--- config.mk ---
export PLATFORM = sky130hd
export DESIGN_NAME = dma_pack_fifo_flat
export DESIGN_NICKNAME = d
export VERILOG_FILES = /design/src/rtl/dma_pack_fifo_pkg.sv /design/src/rtl/dma_pack_fifo_if.sv /design/src/rtl/dma_pack_fifo_byte_rot.sv /design/src/rtl/dma_pack_fifo.sv /design/src/flat_wrapper.sv
export SDC_FILE = /design/constraint.sdc
export NUM_CORES = 1
export LEC_CHECK = 0
export CAP_MARGIN = 30
export CORE_UTILIZATION = 45
export CTS_BUF_LIST = sky130_fd_sc_hd__clkbuf_16
export DETAILED_ROUTE_END_ITERATION = 16
export DONT_BUFFER_PORTS = 1
export SLEW_MARGIN = 20
export SYNTH_ARGS = -nofsm -noshare
export SYNTH_HDL_FRONTEND = slang
export SYNTH_HIERARCHICAL = 1
export SYNTH_SLANG_ARGS = --single-unit
--- constraint.sdc ---
create_clock -name i_clk -period 17.66 [get_ports i_clk]
set_clock_uncertainty 0.2 [all_clocks]
set_input_delay 5.298 -clock i_clk [delete_from_list [all_inputs] [get_ports i_clk]]
set_output_delay 5.298 -clock i_clk [all_outputs]
set_load 0.02 [all_outputs]
--- src/rtl/dma_pack_fifo_pkg.sv ---
// Shared types and helpers for the DMA pack FIFO: transfer size and write-ceiling
// codes, plus their byte-count decoders.
package dma_fifo_pkg;

    typedef enum logic [1:0] {B1, B2, B4, B8} size_code_e;
    typedef enum logic [1:0] {QUARTER, HALF, THREE_QUARTER, FULL} thresh_e;

    function automatic logic [3:0] size_bytes(size_code_e code);
        case (code)
            B1:      return 4'd1;
            B2:      return 4'd2;
            B4:      return 4'd4;
            B8:      return 4'd8;
            default: return 4'd0;
        endcase
    endfunction

    // Ceiling in bytes: (t+1)/4 of a 2^size_exp byte buffer.
    function automatic int unsigned thresh_bytes(thresh_e t, int unsigned size_exp);
        return ((32'(t) + 32'd1) << size_exp) >> 2;
    endfunction

endpackage

--- src/rtl/dma_pack_fifo_if.sv ---
// Request/response bundle of the DMA pack FIFO; master drives requests, slave is the FIFO.
interface dma_pack_fifo_if #(
    parameter int unsigned WBUS     = 32,
    parameter int unsigned SIZE_EXP = 5
);
    localparam int unsigned NB = WBUS / 8;

    logic                i_clear;
    logic                i_put;
    logic [1:0]          i_put_size;
    logic [WBUS-1:0]     i_wdata;
    logic                i_pull;
    logic [1:0]          i_pull_size;
    logic                i_drain;
    logic [1:0]          i_filling_thresh;
    logic [WBUS-1:0]     o_rdata;
    logic [NB-1:0]       o_rstrb;
    logic                o_put_ok;
    logic                o_pull_ok;
    logic                o_overrun;
    logic                o_underrun;
    logic                o_size_err;
    logic                o_empty;
    logic                o_full;
    logic [1:0]          o_fullness;
    logic [SIZE_EXP:0]   o_left_put;
    logic [SIZE_EXP:0]   o_left_pull;

    modport master (
        output i_clear, i_put, i_put_size, i_wdata, i_pull, i_pull_size, i_drain,
               i_filling_thresh,
        input  o_rdata, o_rstrb, o_put_ok, o_pull_ok, o_overrun, o_underrun, o_size_err,
               o_empty, o_full, o_fullness, o_left_put, o_left_pull
    );

    modport slave (
        input  i_clear, i_put, i_put_size, i_wdata, i_pull, i_pull_size, i_drain,
               i_filling_thresh,
        output o_rdata, o_rstrb, o_put_ok, o_pull_ok, o_overrun, o_underrun, o_size_err,
               o_empty, o_full, o_fullness, o_left_put, o_left_pull
    );

endinterface

--- src/rtl/dma_pack_fifo_byte_rot.sv ---
// NB-lane byte barrel rotator, lane index taken modulo NB.
// LEFT=1: out lane k+amt <- in lane k; LEFT=0: out lane k <- in lane k+amt.
module dma_byte_rot #(
    parameter int unsigned NB   = 4,
    parameter bit          LEFT = 1'b0
) (
    input  logic [NB*8-1:0]         data_i,
    input  logic [$clog2(NB)-1:0]   amt_i,
    output logic [NB*8-1:0]         data_o
);
    localparam int unsigned NB_EXP = $clog2(NB);

    logic [NB_EXP-1:0] src;

    always_comb begin
        data_o = '0;
        src    = '0;
        for (int unsigned k = 0; k < NB; k++) begin
            src = LEFT ? NB_EXP'(k) - amt_i : NB_EXP'(k) + amt_i;
            data_o[k*8 +: 8] = data_i[src*8 +: 8];
        end
    end

endmodule

--- src/rtl/dma_pack_fifo.sv ---
// DMA channel byte FIFO packing 1/2/4/8-byte puts and pulls into a circular buffer.
// Optional partial (drain) pulls are enabled with DMA_PACK_FIFO_DRAIN_EN.
module dma_pack_fifo
    import dma_fifo_pkg::*;
#(
    parameter int unsigned SIZE_EXP = 5,
    parameter int unsigned WBUS     = 32
) (
    input  logic           i_clk,
    input  logic           i_nreset,
    dma_pack_fifo_if.slave bus
);
    localparam int unsigned NB     = WBUS / 8;
    localparam int unsigned NB_EXP = $clog2(NB);
    localparam int unsigned DEPTH  = 1 << SIZE_EXP;
    localparam int unsigned ROW_W  = SIZE_EXP - NB_EXP;
    localparam int unsigned ROWS   = 1 << ROW_W;

    typedef logic [SIZE_EXP:0] cnt_t;

    logic [SIZE_EXP-1:0] wr_ptr_q, wr_ptr_d, rd_ptr_q, rd_ptr_d;
    cnt_t                count_q, count_d;
    // Buffer is banked by lane so one row access per bank serves any unaligned transfer.
    logic [7:0]          mem_q [ROWS][NB];

    size_code_e put_code, pull_code;
    logic       put_legal, pull_legal, put_fit, pull_avail, drain;
    logic [3:0] nput, npull, ntake;
    cnt_t       border;

    assign put_code   = size_code_e'(bus.i_put_size);
    assign pull_code  = size_code_e'(bus.i_pull_size);
    assign put_legal  = !(WBUS == 32 && put_code == B8);
    assign pull_legal = !(WBUS == 32 && pull_code == B8);
    assign nput       = put_legal  ? size_bytes(put_code)  : 4'd0;
    assign npull      = pull_legal ? size_bytes(pull_code) : 4'd0;
    assign border     = cnt_t'(thresh_bytes(thresh_e'(bus.i_filling_thresh), SIZE_EXP));
    assign put_fit    = ((SIZE_EXP+2)'(count_q) + (SIZE_EXP+2)'(nput)) <= (SIZE_EXP+2)'(border);

`ifdef DMA_PACK_FIFO_DRAIN_EN
    assign drain = bus.i_drain;
`else
    logic drain_unused;
    assign drain_unused = bus.i_drain;
    assign drain        = 1'b0;
`endif

    always_comb begin
        if (drain) begin
            pull_avail = (count_q != '0);
            ntake      = (count_q < cnt_t'(npull)) ? count_q[3:0] : npull;
        end else begin
            pull_avail = (count_q >= cnt_t'(npull));
            ntake      = npull;
        end
    end

    assign bus.o_put_ok   = bus.i_put  && put_legal  && put_fit    && !bus.i_clear;
    assign bus.o_overrun  = bus.i_put  && put_legal  && !put_fit   && !bus.i_clear;
    assign bus.o_pull_ok  = bus.i_pull && pull_legal && pull_avail && !bus.i_clear;
    assign bus.o_underrun = bus.i_pull && pull_legal && !pull_avail && !bus.i_clear;
    assign bus.o_size_err = (bus.i_put && !put_legal) || (bus.i_pull && !pull_legal);

    // Write scatter: rotate write lanes onto banks, bump row where the transfer wraps a row.
    logic [WBUS-1:0]  wdata_rot;
    logic [ROW_W-1:0] wr_row [NB];
    logic             wr_en  [NB];
    logic [NB_EXP-1:0] wr_off;

    dma_byte_rot #(.NB(NB), .LEFT(1'b1)) u_wr_rot (
        .data_i (bus.i_wdata),
        .amt_i  (wr_ptr_q[NB_EXP-1:0]),
        .data_o (wdata_rot)
    );

    always_comb begin
        wr_row = '{default: '0};
        wr_en  = '{default: 1'b0};
        wr_off = '0;
        for (int unsigned j = 0; j < NB; j++) begin
            wr_off    = NB_EXP'(j) - wr_ptr_q[NB_EXP-1:0];
            wr_row[j] = wr_ptr_q[SIZE_EXP-1:NB_EXP] + ROW_W'(NB_EXP'(j) < wr_ptr_q[NB_EXP-1:0]);
            wr_en[j]  = bus.o_put_ok && (4'(wr_off) < nput);
        end
    end

    always_ff @(posedge i_clk) begin
        for (int unsigned j = 0; j < NB; j++) begin
            if (wr_en[j]) mem_q[wr_row[j]][j] <= wdata_rot[j*8 +: 8];
        end
    end

    // Read gather: fetch one byte per bank, rotate back to LSB-aligned lane order.
    logic [WBUS-1:0]  rbank, rgather, rmask;
    logic [ROW_W-1:0] rd_row;

    always_comb begin
        rbank  = '0;
        rd_row = '0;
        for (int unsigned j = 0; j < NB; j++) begin
            rd_row = rd_ptr_q[SIZE_EXP-1:NB_EXP] + ROW_W'(NB_EXP'(j) < rd_ptr_q[NB_EXP-1:0]);
            rbank[j*8 +: 8] = mem_q[rd_row][j];
        end
    end

    dma_byte_rot #(.NB(NB), .LEFT(1'b0)) u_rd_rot (
        .data_i (rbank),
        .amt_i  (rd_ptr_q[NB_EXP-1:0]),
        .data_o (rgather)
    );

    always_comb begin
        bus.o_rstrb = '0;
        rmask       = '0;
        for (int unsigned k = 0; k < NB; k++) begin
            bus.o_rstrb[k]  = bus.o_pull_ok && (k < 32'(ntake));
            rmask[k*8 +: 8] = {8{bus.o_rstrb[k]}};
        end
    end

    assign bus.o_rdata = rgather & rmask;

    always_comb begin
        wr_ptr_d = wr_ptr_q;
        rd_ptr_d = rd_ptr_q;
        count_d  = count_q;
        if (bus.i_clear) begin
            wr_ptr_d = '0;
            rd_ptr_d = '0;
            count_d  = '0;
        end else begin
            if (bus.o_put_ok)  wr_ptr_d = wr_ptr_q + SIZE_EXP'(nput);
            if (bus.o_pull_ok) rd_ptr_d = rd_ptr_q + SIZE_EXP'(ntake);
            count_d = count_q + (bus.o_put_ok  ? cnt_t'(nput)  : '0)
                              - (bus.o_pull_ok ? cnt_t'(ntake) : '0);
        end
    end

    always_ff @(posedge i_clk or negedge i_nreset) begin
        if (!i_nreset) begin
            wr_ptr_q <= '0;
            rd_ptr_q <= '0;
            count_q  <= '0;
        end else begin
            wr_ptr_q <= wr_ptr_d;
            rd_ptr_q <= rd_ptr_d;
            count_q  <= count_d;
        end
    end

    assign bus.o_empty     = (count_q == '0);
    assign bus.o_full      = (count_q == cnt_t'(DEPTH));
    assign bus.o_fullness  = (count_q >= cnt_t'(3 * DEPTH / 4)) ? 2'd3 :
                             (count_q >= cnt_t'(DEPTH / 2))     ? 2'd2 :
                             (count_q >= cnt_t'(DEPTH / 4))     ? 2'd1 : 2'd0;
    assign bus.o_left_put  = (border > count_q) ? border - count_q : '0;
    assign bus.o_left_pull = count_q;

endmodule

--- src/flat_wrapper.sv ---
// flat-port wrapper written by rule: the top's interface ports become plain ports
module dma_pack_fifo_flat import dma_fifo_pkg::*;
#(
    parameter int unsigned SIZE_EXP = 5,
    parameter int unsigned WBUS     = 32
)
  (i_clk, i_nreset, bus_i_clear, bus_i_put, bus_i_put_size, bus_i_wdata, bus_i_pull, bus_i_pull_size, bus_i_drain, bus_i_filling_thresh, bus_o_rdata, bus_o_rstrb, bus_o_put_ok, bus_o_pull_ok, bus_o_overrun, bus_o_underrun, bus_o_size_err, bus_o_empty, bus_o_full, bus_o_fullness, bus_o_left_put, bus_o_left_pull);
  dma_pack_fifo_if #(.WBUS(WBUS), .SIZE_EXP(SIZE_EXP)) bus_i ();
  input  logic i_clk;
  input  logic i_nreset;
  input wire logic [$bits(bus_i.i_clear)-1:0] bus_i_clear;
  input wire logic [$bits(bus_i.i_put)-1:0] bus_i_put;
  input wire logic [$bits(bus_i.i_put_size)-1:0] bus_i_put_size;
  input wire logic [$bits(bus_i.i_wdata)-1:0] bus_i_wdata;
  input wire logic [$bits(bus_i.i_pull)-1:0] bus_i_pull;
  input wire logic [$bits(bus_i.i_pull_size)-1:0] bus_i_pull_size;
  input wire logic [$bits(bus_i.i_drain)-1:0] bus_i_drain;
  input wire logic [$bits(bus_i.i_filling_thresh)-1:0] bus_i_filling_thresh;
  output wire logic [$bits(bus_i.o_rdata)-1:0] bus_o_rdata;
  output wire logic [$bits(bus_i.o_rstrb)-1:0] bus_o_rstrb;
  output wire logic [$bits(bus_i.o_put_ok)-1:0] bus_o_put_ok;
  output wire logic [$bits(bus_i.o_pull_ok)-1:0] bus_o_pull_ok;
  output wire logic [$bits(bus_i.o_overrun)-1:0] bus_o_overrun;
  output wire logic [$bits(bus_i.o_underrun)-1:0] bus_o_underrun;
  output wire logic [$bits(bus_i.o_size_err)-1:0] bus_o_size_err;
  output wire logic [$bits(bus_i.o_empty)-1:0] bus_o_empty;
  output wire logic [$bits(bus_i.o_full)-1:0] bus_o_full;
  output wire logic [$bits(bus_i.o_fullness)-1:0] bus_o_fullness;
  output wire logic [$bits(bus_i.o_left_put)-1:0] bus_o_left_put;
  output wire logic [$bits(bus_i.o_left_pull)-1:0] bus_o_left_pull;
  assign bus_i.i_clear = bus_i_clear;
  assign bus_i.i_put = bus_i_put;
  assign bus_i.i_put_size = bus_i_put_size;
  assign bus_i.i_wdata = bus_i_wdata;
  assign bus_i.i_pull = bus_i_pull;
  assign bus_i.i_pull_size = bus_i_pull_size;
  assign bus_i.i_drain = bus_i_drain;
  assign bus_i.i_filling_thresh = bus_i_filling_thresh;
  assign bus_o_rdata = bus_i.o_rdata;
  assign bus_o_rstrb = bus_i.o_rstrb;
  assign bus_o_put_ok = bus_i.o_put_ok;
  assign bus_o_pull_ok = bus_i.o_pull_ok;
  assign bus_o_overrun = bus_i.o_overrun;
  assign bus_o_underrun = bus_i.o_underrun;
  assign bus_o_size_err = bus_i.o_size_err;
  assign bus_o_empty = bus_i.o_empty;
  assign bus_o_full = bus_i.o_full;
  assign bus_o_fullness = bus_i.o_fullness;
  assign bus_o_left_put = bus_i.o_left_put;
  assign bus_o_left_pull = bus_i.o_left_pull;
  dma_pack_fifo #(.SIZE_EXP(SIZE_EXP), .WBUS(WBUS)) u_core (.i_clk(i_clk), .i_nreset(i_nreset), .bus(bus_i));
endmodule
---- Word level (Yosys, flattened, before mapping) ----
Memory sizes are Yosys's and may differ from the RTL's.
Cells that the tools add are included.
word-level totals
  register bits ........................... 16
  latch bits .............................. 0
  RAM bits ................................ 256
  ROM bits ................................ 0
  input bits .............................. 44
  output and inout port bits .............. 57
  word-level logic and storage cells ...... 118
  memories ................................ 1
memory list
  memory        depth  width  rd ports  clocked after memory_dff  wr ports  RTL line             text
  u_core.mem_q  8      32     4         0                         4         dma_pack_fifo.sv:24  logic [7:0] mem_q [ROWS][NB];
cells by class
  $add $sub $neg .......................... 22
  $mul .................................... 0
  div/mod/pow operators ................... 0
  magnitude comparators ................... 22
  equality and inequality tests ........... 7
  shift-type cells ........................ 8
  muxes and demuxes ....................... 23
  bitwise gates (word level) .............. 1
  reduce and logical (&&, ||, !) cells .... 31
operator list
  kind                                                                                 number
  32-bit by 6-bit indexed part select with 8-bit output                                8
  32-bit bitwise AND                                                                   1
  3-bit by 1-bit adder with 3-bit output                                               8
  4-bit case mux with 3 select lines                                                   2
  1-bit logical AND                                                                    20
  5-bit two-way mux                                                                    4
  2-bit by 4-bit less-than comparator with 1-bit output                                4
  4-bit two-way mux                                                                    4
  6-bit by 5-bit greater-or-equal comparator with 1-bit output, second input constant  2
  6-bit two-way mux                                                                    2
  6-bit subtractor                                                                     2
  5-bit by 4-bit adder with 5-bit output                                               2
  1-bit two-way mux                                                                    9
  2-bit equality test, second input constant                                           4
  1-bit by 2-bit less-than comparator with 1-bit output, first input constant          4
  1-bit by 4-bit less-than comparator with 1-bit output, first input constant          2
  2-bit less-than comparator, first input constant                                     4
  2-bit by 4-bit less-than comparator with 1-bit output, first input constant          2
  6-bit by 4-bit adder with 7-bit output                                               1
  7-bit by 6-bit less-or-equal comparator with 1-bit output                            1
  6-bit adder                                                                          1
  6-bit equality test, second input constant                                           1
  6-bit by 4-bit greater-or-equal comparator with 1-bit output                         1
  6-bit by 4-bit greater-or-equal comparator with 1-bit output, second input constant  1
  other kinds (13)                                                                     24

---- Logic depth before layout (Yosys ltp) ----
Gate-level depths: netlist of run 1.
  depth after elaboration ................. 11
  mapped depth ............................ 24
  mapped depth without buffers ............ 23

---- Hierarchy ----
The synthesis of run 1 kept the hierarchy.
modules (own cells, without submodules)
  module                           instances  cells an instance  area each (sq um)  seq. area each (sq um)
  dma_pack_fifo                    1          711                12,358.1           8,087.8
  dma_byte_rot at u_core.u_rd_rot  1          40                 828.3              0.0
  dma_byte_rot at u_core.u_wr_rot  1          40                 824.5              0.0

---- Least setup slack after synthesis of run 1 ----
No wires, ideal clock.
  kind .................................... in2out
  from .................................... input port bus_i_put_size[0]
  to ...................................... output port bus_o_overrun
  data arrival time ....................... 7.820 ns
  path slack .............................. 4.342 ns
  stages .................................. 13
  path buffers ............................ 1
  cell sequence ........................... nor2b_1 > buf_6 > xnor2_1 > ha_1 > a21o_1 > a31o_4 > nand2_1 > xnor2_1 > ha_1 > nand2_1 > o21ai_0 > nand3_1 > a21boi_0
between the ends
  word-level cells in the longest chain between the ends .. 8
  elaborated cells on any way between the ends .. 13
  those cells by class .................... add/sub (1); order compare (1); eq/ne (3); mux (2); reduce/logical (6)
ends and longest elaborated chain
  item                                                       RTL line                text
  from (decl)                                                flat_wrapper.sv:13      input wire logic [$bits(bus_i.i_put_size)-1:0] bus_i_put_size;
  2-bit equality test, or another cell as far along          dma_pack_fifo_pkg.sv:9  case (code)
  4-bit case mux with 3 select lines                         dma_pack_fifo_pkg.sv:9
  4-bit two-way mux                                          dma_pack_fifo.sv:35     assign nput = put_legal ? size_bytes(put_code) : 4'd0;
  6-bit by 4-bit adder with 7-bit output                     dma_pack_fifo.sv:38     assign put_fit = ((SIZE_EXP+2)'(count_q) + (SIZE_EXP+2)'(nput)) <= (SIZE_EXP+2)'(border);
  7-bit by 6-bit less-or-equal comparator with 1-bit output  dma_pack_fifo.sv:38
  1-bit zero test                                            dma_pack_fifo.sv:59     assign bus.o_overrun = bus.i_put && put_legal && !put_fit && !bus.i_clear;
  1-bit logical AND * (2 in series)                          dma_pack_fifo.sv:59
  to (decl)                                                  flat_wrapper.sv:23      output wire logic [$bits(bus_i.o_overrun)-1:0] bus_o_overrun;
Mark *: on every way between the ends. The rest lies on a longest branch, timed or not. The select of a mux whose other input is x is not followed.

---- Worst setup path in the final report of run 1 ----
  from .................................... input port bus_i_put_size[0]
  to ...................................... output port bus_o_put_ok
between the ends
  word-level cells in the longest chain between the ends .. 7
  elaborated cells on any way between the ends .. 12
  those cells by class .................... add/sub (1); order compare (1); eq/ne (3); mux (2); reduce/logical (5)
ends and longest elaborated chain
  item                                                       RTL line                text
  2-bit equality test, or another cell as far along          dma_pack_fifo_pkg.sv:9
  4-bit case mux with 3 select lines                         dma_pack_fifo_pkg.sv:9
  4-bit two-way mux                                          dma_pack_fifo.sv:35
  6-bit by 4-bit adder with 7-bit output                     dma_pack_fifo.sv:38
  7-bit by 6-bit less-or-equal comparator with 1-bit output  dma_pack_fifo.sv:38
  1-bit logical AND * (2 in series)                          dma_pack_fifo.sv:58     assign bus.o_put_ok = bus.i_put && put_legal && put_fit && !bus.i_clear;
  to (decl)                                                  flat_wrapper.sv:21      output wire logic [$bits(bus_i.o_put_ok)-1:0] bus_o_put_ok;
Marks and branches as above.

==> metrics.csv, run 1 <==
metric,value,unit
layout-drive-gt1-share,29.7,%
fp-row-count,64,
io_buffer_count,0,
synthesis.area,0.0140,sq mm
floorplan.die.height,178,microns
cts_buffer_depth,3,
final_hold_viol_count,0,
status,completed,
setup-tns-final,0,ns
cts.reportedPaths.clkPinSlew,0.07,ns
clk-insertion-delay-late,0.54,ns
final_area,0.0154,sq mm
timing.final.max_slew_violations,0,
floorplan.initialDensity,45.8,%
grt.total_usage,20.6,%
worst-endpoint-required,12.16,ns
synth_top_area_share,54.9,%
synthDistinctLibCells,54,
hold_end,u_core/wr_ptr_q[2],
worstPathMaxFanout,9,
area.growth.synth_to_final,10.0,%
reg2reg_to,u_core/bus.o_left_pull[5],
gpl.final_weighted_congestion,0.834,
slew-limit-headroom,33.8,%
max_cap_violations,0,
edff_count_synth,256,
worst_slew_pin_slew,0.979,ns
die_area,0.0318,sq mm
synth_area_leader_cell,edfxtp_1,
post_drt_wl_per_cell,26.2,microns
synth_sequential_area_ratio,57.7,%
final_min_period_over_clock_period,78.6,%
power.static_leakage,5.23,nW
ys.warnings.count,6,
worstHoldStart,u_core/wr_ptr_q[2],
net_count_final,911,
ir_worst_vdd,0.0614,mV
critPathMaxStageDelay,0.53,ns
reg2reg_depth,23,
cts.root.buffer_cell,clkbuf_16,
place_hpwl,22.6,mm
ff_latch_count_synth,272,
core_area,0.0306,sq mm
syn-mean-instance-area,17.7,sq um
timing.critical_path.arrival,8.38,ns
grt_overflow_total,0,
route.final.wire_length,32.0,mm
antenna_found_initial,1,
io-pin-count,101,
tritoncts_clock_tree,done,
cts_resized,0,
kind_of_start_point_of_the_critical_path,input pin,
timing.critical_path.cells,"nor2b_1, xnor2_1, ha_1, a21o_1, a31o_4, nand2_1, xnor2_1, ha_1, nand2_1, or4b_4, a32oi_4, nand3_2, inv_2",
synth_async_sr_flop_share,5.88,%
reg2reg_setup_slack,11.95,ns
power_density,120,mW/mm^2
end_kind,output port,
finalWorstPathRequiredPeriod,13.88,ns
layout_commonest_cell,edfxtp_1,
synthFlopType,edfxtp_1,
worst_path_max_delay_cell,or4b_4,
drt_pass1_iterations,5,
worst_hold_path.num_cells,2,
cts.repair_timing.setup_buffer_count,0,
cts-htree-levels,1,
vias,7455,
post_synth_inst_count,791,
first_global_vias,7549,
cts_made_buffers,29,
fmaxAchievable,72.1,MHz
route.antenna.remaining_nets,0,
avgViaCountPerCell,6.10,
initialDrtViolationCount,660,
regToRegStartpoint,u_core/bus.o_left_pull[1],
grt_max_degree,40,
critical-path-top-delay-family,simple AND/OR/NAND/NOR gates,
rsz0062_at_grt,no,
mostFrequentLayoutCells,"edfxtp_1 (256), mux4_2 (124), ha_1 (57), inv_1 (40)",
setup-violations-final,0,
holdBufCountCts,0,
first_pass_grt_wire_length,46.9,mm
worst-setup-path-type,input pin to output port,
drc_violation_count_after_routing,0,
cp.buffers_inverters,1,
min-delay-path-class,register to register,
fp.dieW,178,microns
placed_area,0.0145,sq mm
numClockSinks,272,
n_antenna_cell,0,
synth_nets,897,
ys_top_cells_by_area,"edfxtp_1 (55%), mux4_2 (20%), ha_1 (5.1%)",
[worst max-delay path by stage]
stage	start	endpoint	slack, ns	cells past startpoint
6_report	bus_i_put_size[0]	bus_o_put_ok	3.78	13
5_1_grt	bus_i_put_size[0]	bus_o_put_ok	3.60	13
4_1_cts	bus_i_pull_size[0]	bus_o_rdata[6]	3.57	10
3_5_place_dp	bus_i_pull_size[0]	bus_o_rdata[6]	3.58	10
3_3_place_gp	bus_i_pull_size[0]	bus_o_rdata[6]	3.66	10
2_1_floorplan	bus_i_put_size[0]	bus_o_overrun	4.34	13
[metal layers]
metal	wire, microns	global-route usage (%)	part of all wire, %	vias up
met2	16000	35.2	50	254
met3	2190	4.35	6.8	35
met1	13200	27.2	41	3922
li1	-	-	-	3244
met5	0	0	0	-
met4	594	4.48	1.9	0
[power by group]
group	switching [W]	leakage, nW	internal, W
logic	0.000277	2.24	0.000214
registers	0.0000240	2.51	0.000748
clock network	0.000241	0.472	0.000342
total	0.000542	5.23	0.00130
[kinds of logic after synthesis]
group | share of synthesized area, %
mux | 23.5
simple gates | 6.26
xor+xnor | 1.44
compound gates | 2.13
buf+inv | 3.03
fa+ha+maj | 5.88
flops | 57.7
[through the flow]
step | hold slack [ns] | cells | total power [W] | util (%) | worst slack (ns)
2_1_floorplan | 0.348 | 791 | 0.00116 | - | 4.34
3_5_place_dp | 0.613 | 1167 | 0.00127 | 47.3 | 3.58
6_report | 0.640 | 1222 | 0.00185 | 50.4 | 3.78
4_1_cts | 0.624 | 1219 | 0.00186 | 50.3 | 3.57
5_1_grt | 0.663 | 1222 | 0.00193 | 50.4 | 3.60
3_3_place_gp | 0.602 | 1161 | 0.00124 | 46.9 | 3.66
[registers in the layout, indices dropped and copies added, names as in the netlist]
signal                  flops
u_core/mem_q              256
u_core/wr_ptr_q             5
u_core/bus.o_left_pull      6
u_core/rd_ptr_q             5
[cell type report]
class | count | area (sq um)
timing repair buffer | 24 | 250
multi-input combinational | 446 | 5540
sequential | 272 | 8090
fill | 2475 | 15200
clock buffer | 29 | 726
clock inverter | 23 | 198
inverter | 32 | 120
tap | 396 | 495
[worst register-to-register path, delay by kind of cell, from the launching register on]
family          cells  cell delay, ns
fa+ha+maj           4            1.34
compound gates      7            1.33
simple gates        6            1.12
flops               1            0.63
buf+inv             3            0.61
xor+xnor            3            0.39
[synthesized netlist by cell type, types with 2 or more instances]
library cell / instances
and3_1: 29
inv_1: 31
nand2_1: 14
nor3_1: 14
fa_1: 5
nor4_1: 4
and3b_1: 5
edfxtp_1: 256
xnor2_1: 13
nand2b_1: 3
clkbuf_1: 16
a21oi_1: 19
buf_6: 8
buf_1: 3
nor2_1: 32
or3_1: 3
buf_4: 5
nand3_1: 4
o21ai_0: 11
mux2i_1: 4
xor2_1: 10
buf_2: 5
mux2_2: 32
buf_12: 4
nor3b_1: 4
dfrtp_1: 16
nand2_2: 2
ha_1: 57
nor4b_1: 4
a31o_2: 2
nor2b_1: 9
and2_1: 15
mux4_2: 124
a21o_1: 5
mux4_1: 4
(Power assumes the default switching activity.)
==> run 2, diff against run 1 <==
==> constraint.sdc (replaced) <==
create_clock -name i_clk -period 13.8 [get_ports i_clk]
set_clock_uncertainty 0.2 [all_clocks]
set_input_delay 4.14 -clock i_clk [delete_from_list [all_inputs] [get_ports i_clk]]
set_output_delay 4.14 -clock i_clk [all_outputs]
set_load 0.02 [all_outputs]
==> metrics.csv, run 2 (synthesis gave the netlist of run 1 again) <==
metric,value,unit,change
status,completed,,
fp.dieW,178,microns,unchanged
area.growth.synth_to_final,10.1,%,about the same
io_buffer_count,0,,unchanged
kind_of_start_point_of_the_critical_path,input pin,,
die_area,0.0318,sq mm,unchanged
min-delay-path-class,register to register,,
dp_cells,1167,,unchanged
holdBufCountCts,0,,unchanged
power.static_leakage,5.23,nW,about the same
drc_violation_count_after_routing,0,,unchanged
cts_made_buffers,28,,-3.4%
final_min_period_over_clock_period,84.1,%,
multiInputGateArea,0.00554,sq mm,unchanged
rsz0062_at_grt,no,,
grt_max_degree,40,,unchanged
slew-limit-headroom,34.8,%,+1.0 points
cts_resized,0,,unchanged
worst-endpoint-required,9.46,ns,-2.70 ns
layout-drive-gt1-share,29.6,%,-0.036 points
max_cap_violations,0,,unchanged
vias,7490,,+0.47%
worst_slew_pin_slew,0.964,ns,-0.0150 ns
first_global_vias,7510,,-0.52%
floorplan.initialDensity,45.8,%,unchanged
final_hold_viol_count,0,,unchanged
worst_path_max_delay_cell,or4b_4,,
place_hpwl,22.6,mm,-0.26%
cp.buffers_inverters,1,,unchanged
reg2reg_depth,23,,unchanged
floorplan.die.height,178,microns,unchanged
swShare,29.3,%,-0.098 points
tritoncts_clock_tree,done,,
fp-row-count,64,,unchanged
cts.repair_timing.setup_buffer_count,0,,unchanged
fmaxAchievable,86.2,MHz,
finalWorstPathRequiredPeriod,11.60,ns,
worstPathMaxFanout,9,,unchanged
timing.final.max_slew_violations,0,,unchanged
total_power,0.00237,W,+28%
net_count_final,911,,unchanged
n_antenna_cell,0,,unchanged
power_density,153,mW/mm^2,+28%
antenna_found_initial,2,,+1
worst-setup-path-type,input pin to output port,,
timing.critical_path.cells,"nor2b_1, xnor2_1, ha_1, a21o_1, a31o_4, nand2_1, xnor2_1, ha_1, nand2_1, or4b_4, a32oi_4, nand3_2, inv_2",,
core_area,0.0306,sq mm,unchanged
setup-tns-final,0,ns,unchanged
reg2reg_setup_slack,8.08,ns,-3.87 ns
seq_area,0.00809,sq mm,unchanged
cts_buffer_depth,3,,unchanged
gpl.final_weighted_congestion,0.831,,-0.41%
max_reg_flops,256,,unchanged
p_seq_share,41.7,%,about the same
cts-htree-levels,1,,unchanged
io-pin-count,101,,unchanged
timing.critical_path.arrival,7.26,ns,-1.12 ns
fill_cell_instance_count_of_the_final_layout,2505,,+1.2%
post_drt_wl_per_cell,26.1,microns,-0.16%
grt_overflow_total,0,,unchanged
route.antenna.remaining_nets,0,,unchanged
p_switching,0.000694,W,+28%
route.final.wire_length,31.9,mm,about the same
critPathMaxStageDelay,0.53,ns,about the same
grt.total_usage,20.8,%,+0.13 points
setup-violations-final,0,,unchanged
cts.root.buffer_cell,clkbuf_16,,
setup_slack,2.20,ns,-1.59 ns
drt_pass1_iterations,5,,unchanged
dpl_worst_slack,2.04,ns,-1.54 ns
power.clock.fraction,31.9,%,+0.3 points
layoutNonFillerInstCount,1223,,+0.082%
cp_num_cells,13,,unchanged
internal_power,0.00167,W,+28%
end_kind,output port,,
critical-path-top-delay-family,simple AND/OR/NAND/NOR gates,,
comb_power_share,26.5,%,about the same
cts.reportedPaths.clkPinSlew,0.06,ns,about the same
initialDrtViolationCount,591,,-10%
first_pass_grt_wire_length,47.0,mm,+0.25%
ir_worst_vdd,0.0890,mV,+45%
avgViaCountPerCell,6.12,,+0.39%
clk-insertion-delay-late,0.54,ns,about the same
mostFrequentLayoutCells,"edfxtp_1 (256), mux4_2 (124), ha_1 (57), inv_1 (34)",,
layout_commonest_cell,edfxtp_1,,
numClockSinks,272,,unchanged
worst_hold_path.num_cells,2,,unchanged
run 2: through the flow:
stage               cell area [sq um]  hold WS, ns  util [%]
finish                          15400        0.618      50.4
global route                    15400        0.651      50.4
CTS                             15400        0.613      50.3
detailed placement              14500        0.603      47.3
global placement                14400        0.599      46.9
floorplan                       14000        0.348         -
run 2: final cells by class:
type	instances	share of cell area, %
Clock buffer	28	4.54
Timing Repair Buffer	25	1.67
Inverter	32	0.779
Sequential cell	272	52.5
Multi-Input combinational cell	446	35.9
Tap cell	396	3.21
Clock inverter	24	1.47
run 2: worst min-delay path, cell delays in order (launching register included):
cell	delay, ns
dfrtp_1	0.53
mux2i_1	0.20
nor2_1	0.05
run 2: worst paths after layout:
| kind | from | endpoint |
|---|---|---|
| worst max-delay path | bus_i_put_size[0] | bus_o_put_ok |
| worst min-delay path | u_core/wr_ptr_q[2] | u_core/wr_ptr_q[2] |
| worst max register to register | u_core/bus.o_left_pull[1] | u_core/bus.o_left_pull[5] |
| worst min register to register | u_core/wr_ptr_q[2] | u_core/wr_ptr_q[2] |
| max in group asynchronous | i_nreset | u_core/rd_ptr_q[0] |
| min in group asynchronous | i_nreset | u_core/bus.o_left_pull[4] |
run 2: power groups by stage:
stage	Sequential [W]	Combinational [W]	Clock, W
after floorplan	0.000995	0.000486	0
after global placement	0.00101	0.000584	0
after detailed placement	0.00101	0.000624	0
after CTS	0.000991	0.000626	0.000768
after global routing	0.000989	0.000687	0.000800
final	0.000987	0.000627	0.000755
run 2: per-layer routing:
layer / track usage [%] / up-vias / wire length (microns)
met4: 5.19 / 2 / 666
li1: - / 3248 / -
met1: 27.6 / 3958 / 13400
met3: 3.88 / 54 / 2020
met5: 0 / - / 13
met2: 35.3 / 228 / 15800
==> run 3, diff against run 2 <==
==> constraint.sdc (replaced) <==
create_clock -name i_clk -period 11.1 [get_ports i_clk]
set_clock_uncertainty 0.2 [all_clocks]
set_input_delay 3.33 -clock i_clk [delete_from_list [all_inputs] [get_ports i_clk]]
set_output_delay 3.33 -clock i_clk [all_outputs]
set_load 0.02 [all_outputs]
==> metrics.csv, run 3 (synthesis gave the netlist of run 1 again) <==
metric,value,unit,change
status,completed,,
max_reg_flops,256,,unchanged
setup-violations-final,0,,unchanged
route.final.wire_length,31.7,mm,-0.90%
finalWorstPathRequiredPeriod,9.95,ns,
end_kind,output port,,
ir_worst_vdd,0.145,mV,+63%
core_area,0.0306,sq mm,unchanged
io-pin-count,101,,unchanged
kind_of_start_point_of_the_critical_path,input pin,,
multiInputGateArea,0.00553,sq mm,-0.18%
initialDrtViolationCount,529,,-10%
floorplan.die.height,178,microns,unchanged
total_power,0.00296,W,+25%
cts.root.buffer_cell,clkbuf_16,,
fmaxAchievable,101,MHz,
grt_max_degree,40,,unchanged
area.growth.synth_to_final,10.4,%,
net_count_final,915,,+0.44%
seq_area,0.00809,sq mm,unchanged
max_cap_violations,0,,unchanged
fp.dieW,178,microns,unchanged
final_hold_viol_count,0,,unchanged
antenna_found_initial,3,,+1
post-route-util,50.6,%,+0.15 points
timing.critical_path.from,bus_i_put_size[0],,
worst_slew_pin_slew,0.982,ns,+0.0174 ns
cts-htree-levels,1,,unchanged
mostFrequentLayoutCells,"edfxtp_1 (256), mux4_2 (124), ha_1 (57), inv_1 (40)",,
holdBufCountCts,0,,unchanged
min-delay-path-class,register to register,,
place_hpwl,22.4,mm,-0.87%
setup-tns-final,0,ns,unchanged
timing.critical_path.arrival,6.42,ns,-0.84 ns
cts.repair_timing.setup_buffer_count,0,,unchanged
cts_buffer_depth,3,,unchanged
numClockSinks,272,,unchanged
post_drt_wl_per_cell,25.8,microns,-1.3%
first_global_vias,7507,,-0.040%
die_area,0.0318,sq mm,unchanged
fp-row-count,64,,unchanged
power.static_leakage,5.28,nW,+0.98%
tritoncts_clock_tree,done,,
drt_pass1_iterations,5,,unchanged
fill_cell_instance_count_of_the_final_layout,2481,,-0.96%
cts_resized,0,,unchanged
grt.total_usage,20.6,%,-0.20 points
timing.final.max_slew_violations,0,,unchanged
final_min_period_over_clock_period,89.6,%,
worstPathMaxFanout,9,,unchanged
finalHoldWorstSlack,0.607,ns,-0.0105 ns
setup_slack,1.15,ns,-1.04 ns
worstHoldStart,u_core/rd_ptr_q[1],,
gpl.final_weighted_congestion,0.818,,-1.6%
floorplan.initialDensity,45.8,%,unchanged
clk-insertion-delay-late,0.54,ns,about the same
rsz0062_at_grt,no,,
avgViaCountPerCell,6.06,,-1.0%
grt_overflow_total,0,,unchanged
layout_commonest_cell,edfxtp_1,,
worst-setup-path-type,input pin to output port,,
cts.reportedPaths.clkPinSlew,0.06,ns,about the same
worst-endpoint-required,7.57,ns,-1.89 ns
first_pass_grt_wire_length,46.8,mm,-0.48%
io_buffer_count,0,,unchanged
vias,7442,,-0.64%
layout-drive-gt1-share,29.6,%,about the same
drc_violation_count_after_routing,0,,unchanged
regToRegStartpoint,u_core/bus.o_left_pull[1],,
route.antenna.remaining_nets,0,,unchanged
cts_made_buffers,29,,+3.6%
dpl_worst_slack,1.15,ns,-0.892 ns
power_density,191,mW/mm^2,+25%
slew-limit-headroom,33.6,%,-1.2 points
run 3: where the power goes:
group / total (W) / internal [W] / switching [W]
sequential: 0.00123 / 0.00119 / 0.0000413
clock: 0.000958 / 0.000586 / 0.000372
combinational: 0.000769 / 0.000339 / 0.000430
total: 0.00296 / 0.00212 / 0.000843
run 3: per-stage QoR:
| stage | cells | instance area, sq um |
|---|---|---|
| 6_report | 1228 | 15500 |
| 5_1_grt | 1226 | 15500 |
| 4_1_cts | 1219 | 15400 |
| 3_5_place_dp | 1167 | 14400 |
| 3_3_place_gp | 1163 | 14400 |
| 2_1_floorplan | 791 | 14000 |
run 3: layer usage:
layer | routed length [microns] | part of all wire, % | up-vias | GRT usage, %
li1 | - | - | 3255 | -
met1 | 13300 | 42 | 3922 | 27.3
met2 | 15400 | 49 | 219 | 34.3
met3 | 2110 | 6.7 | 46 | 3.86
met4 | 822 | 2.6 | 0 | 6.46
met5 | 0 | 0 | - | 0
run 3: final cells by class:
class | instances | share of cell area (%)
inverter | 32 | 0.776
antenna | 2 | 0.0323
clock inverter | 23 | 1.50
sequential | 272 | 52.3
clock buffer | 29 | 4.69
tap | 396 | 3.20
multi-input combinational | 446 | 35.7
timing repair buffer | 28 | 1.80
run 3: final timing paths:
check                                            end  slack (ns)  cells after the start
max                                     bus_o_put_ok        1.15                     13
min                               u_core/rd_ptr_q[1]        0.61                      2
max reg2reg                u_core/bus.o_left_pull[5]        5.31                     23
min reg2reg                       u_core/rd_ptr_q[1]        0.61                      2
max in group asynchronous         u_core/rd_ptr_q[1]        8.33                      0
min in group asynchronous         u_core/wr_ptr_q[1]        2.28                      0
run 3: critical path, stage by stage:
cell     delay [ns]
nor2b_1        0.42
xnor2_1        0.13
ha_1           0.25
a21o_1         0.17
a31o_4         0.22
nand2_1        0.09
xnor2_1        0.08
ha_1           0.29
nand2_1        0.07
or4b_4         0.53
a32oi_4        0.27
nand3_2        0.25
inv_2          0.33
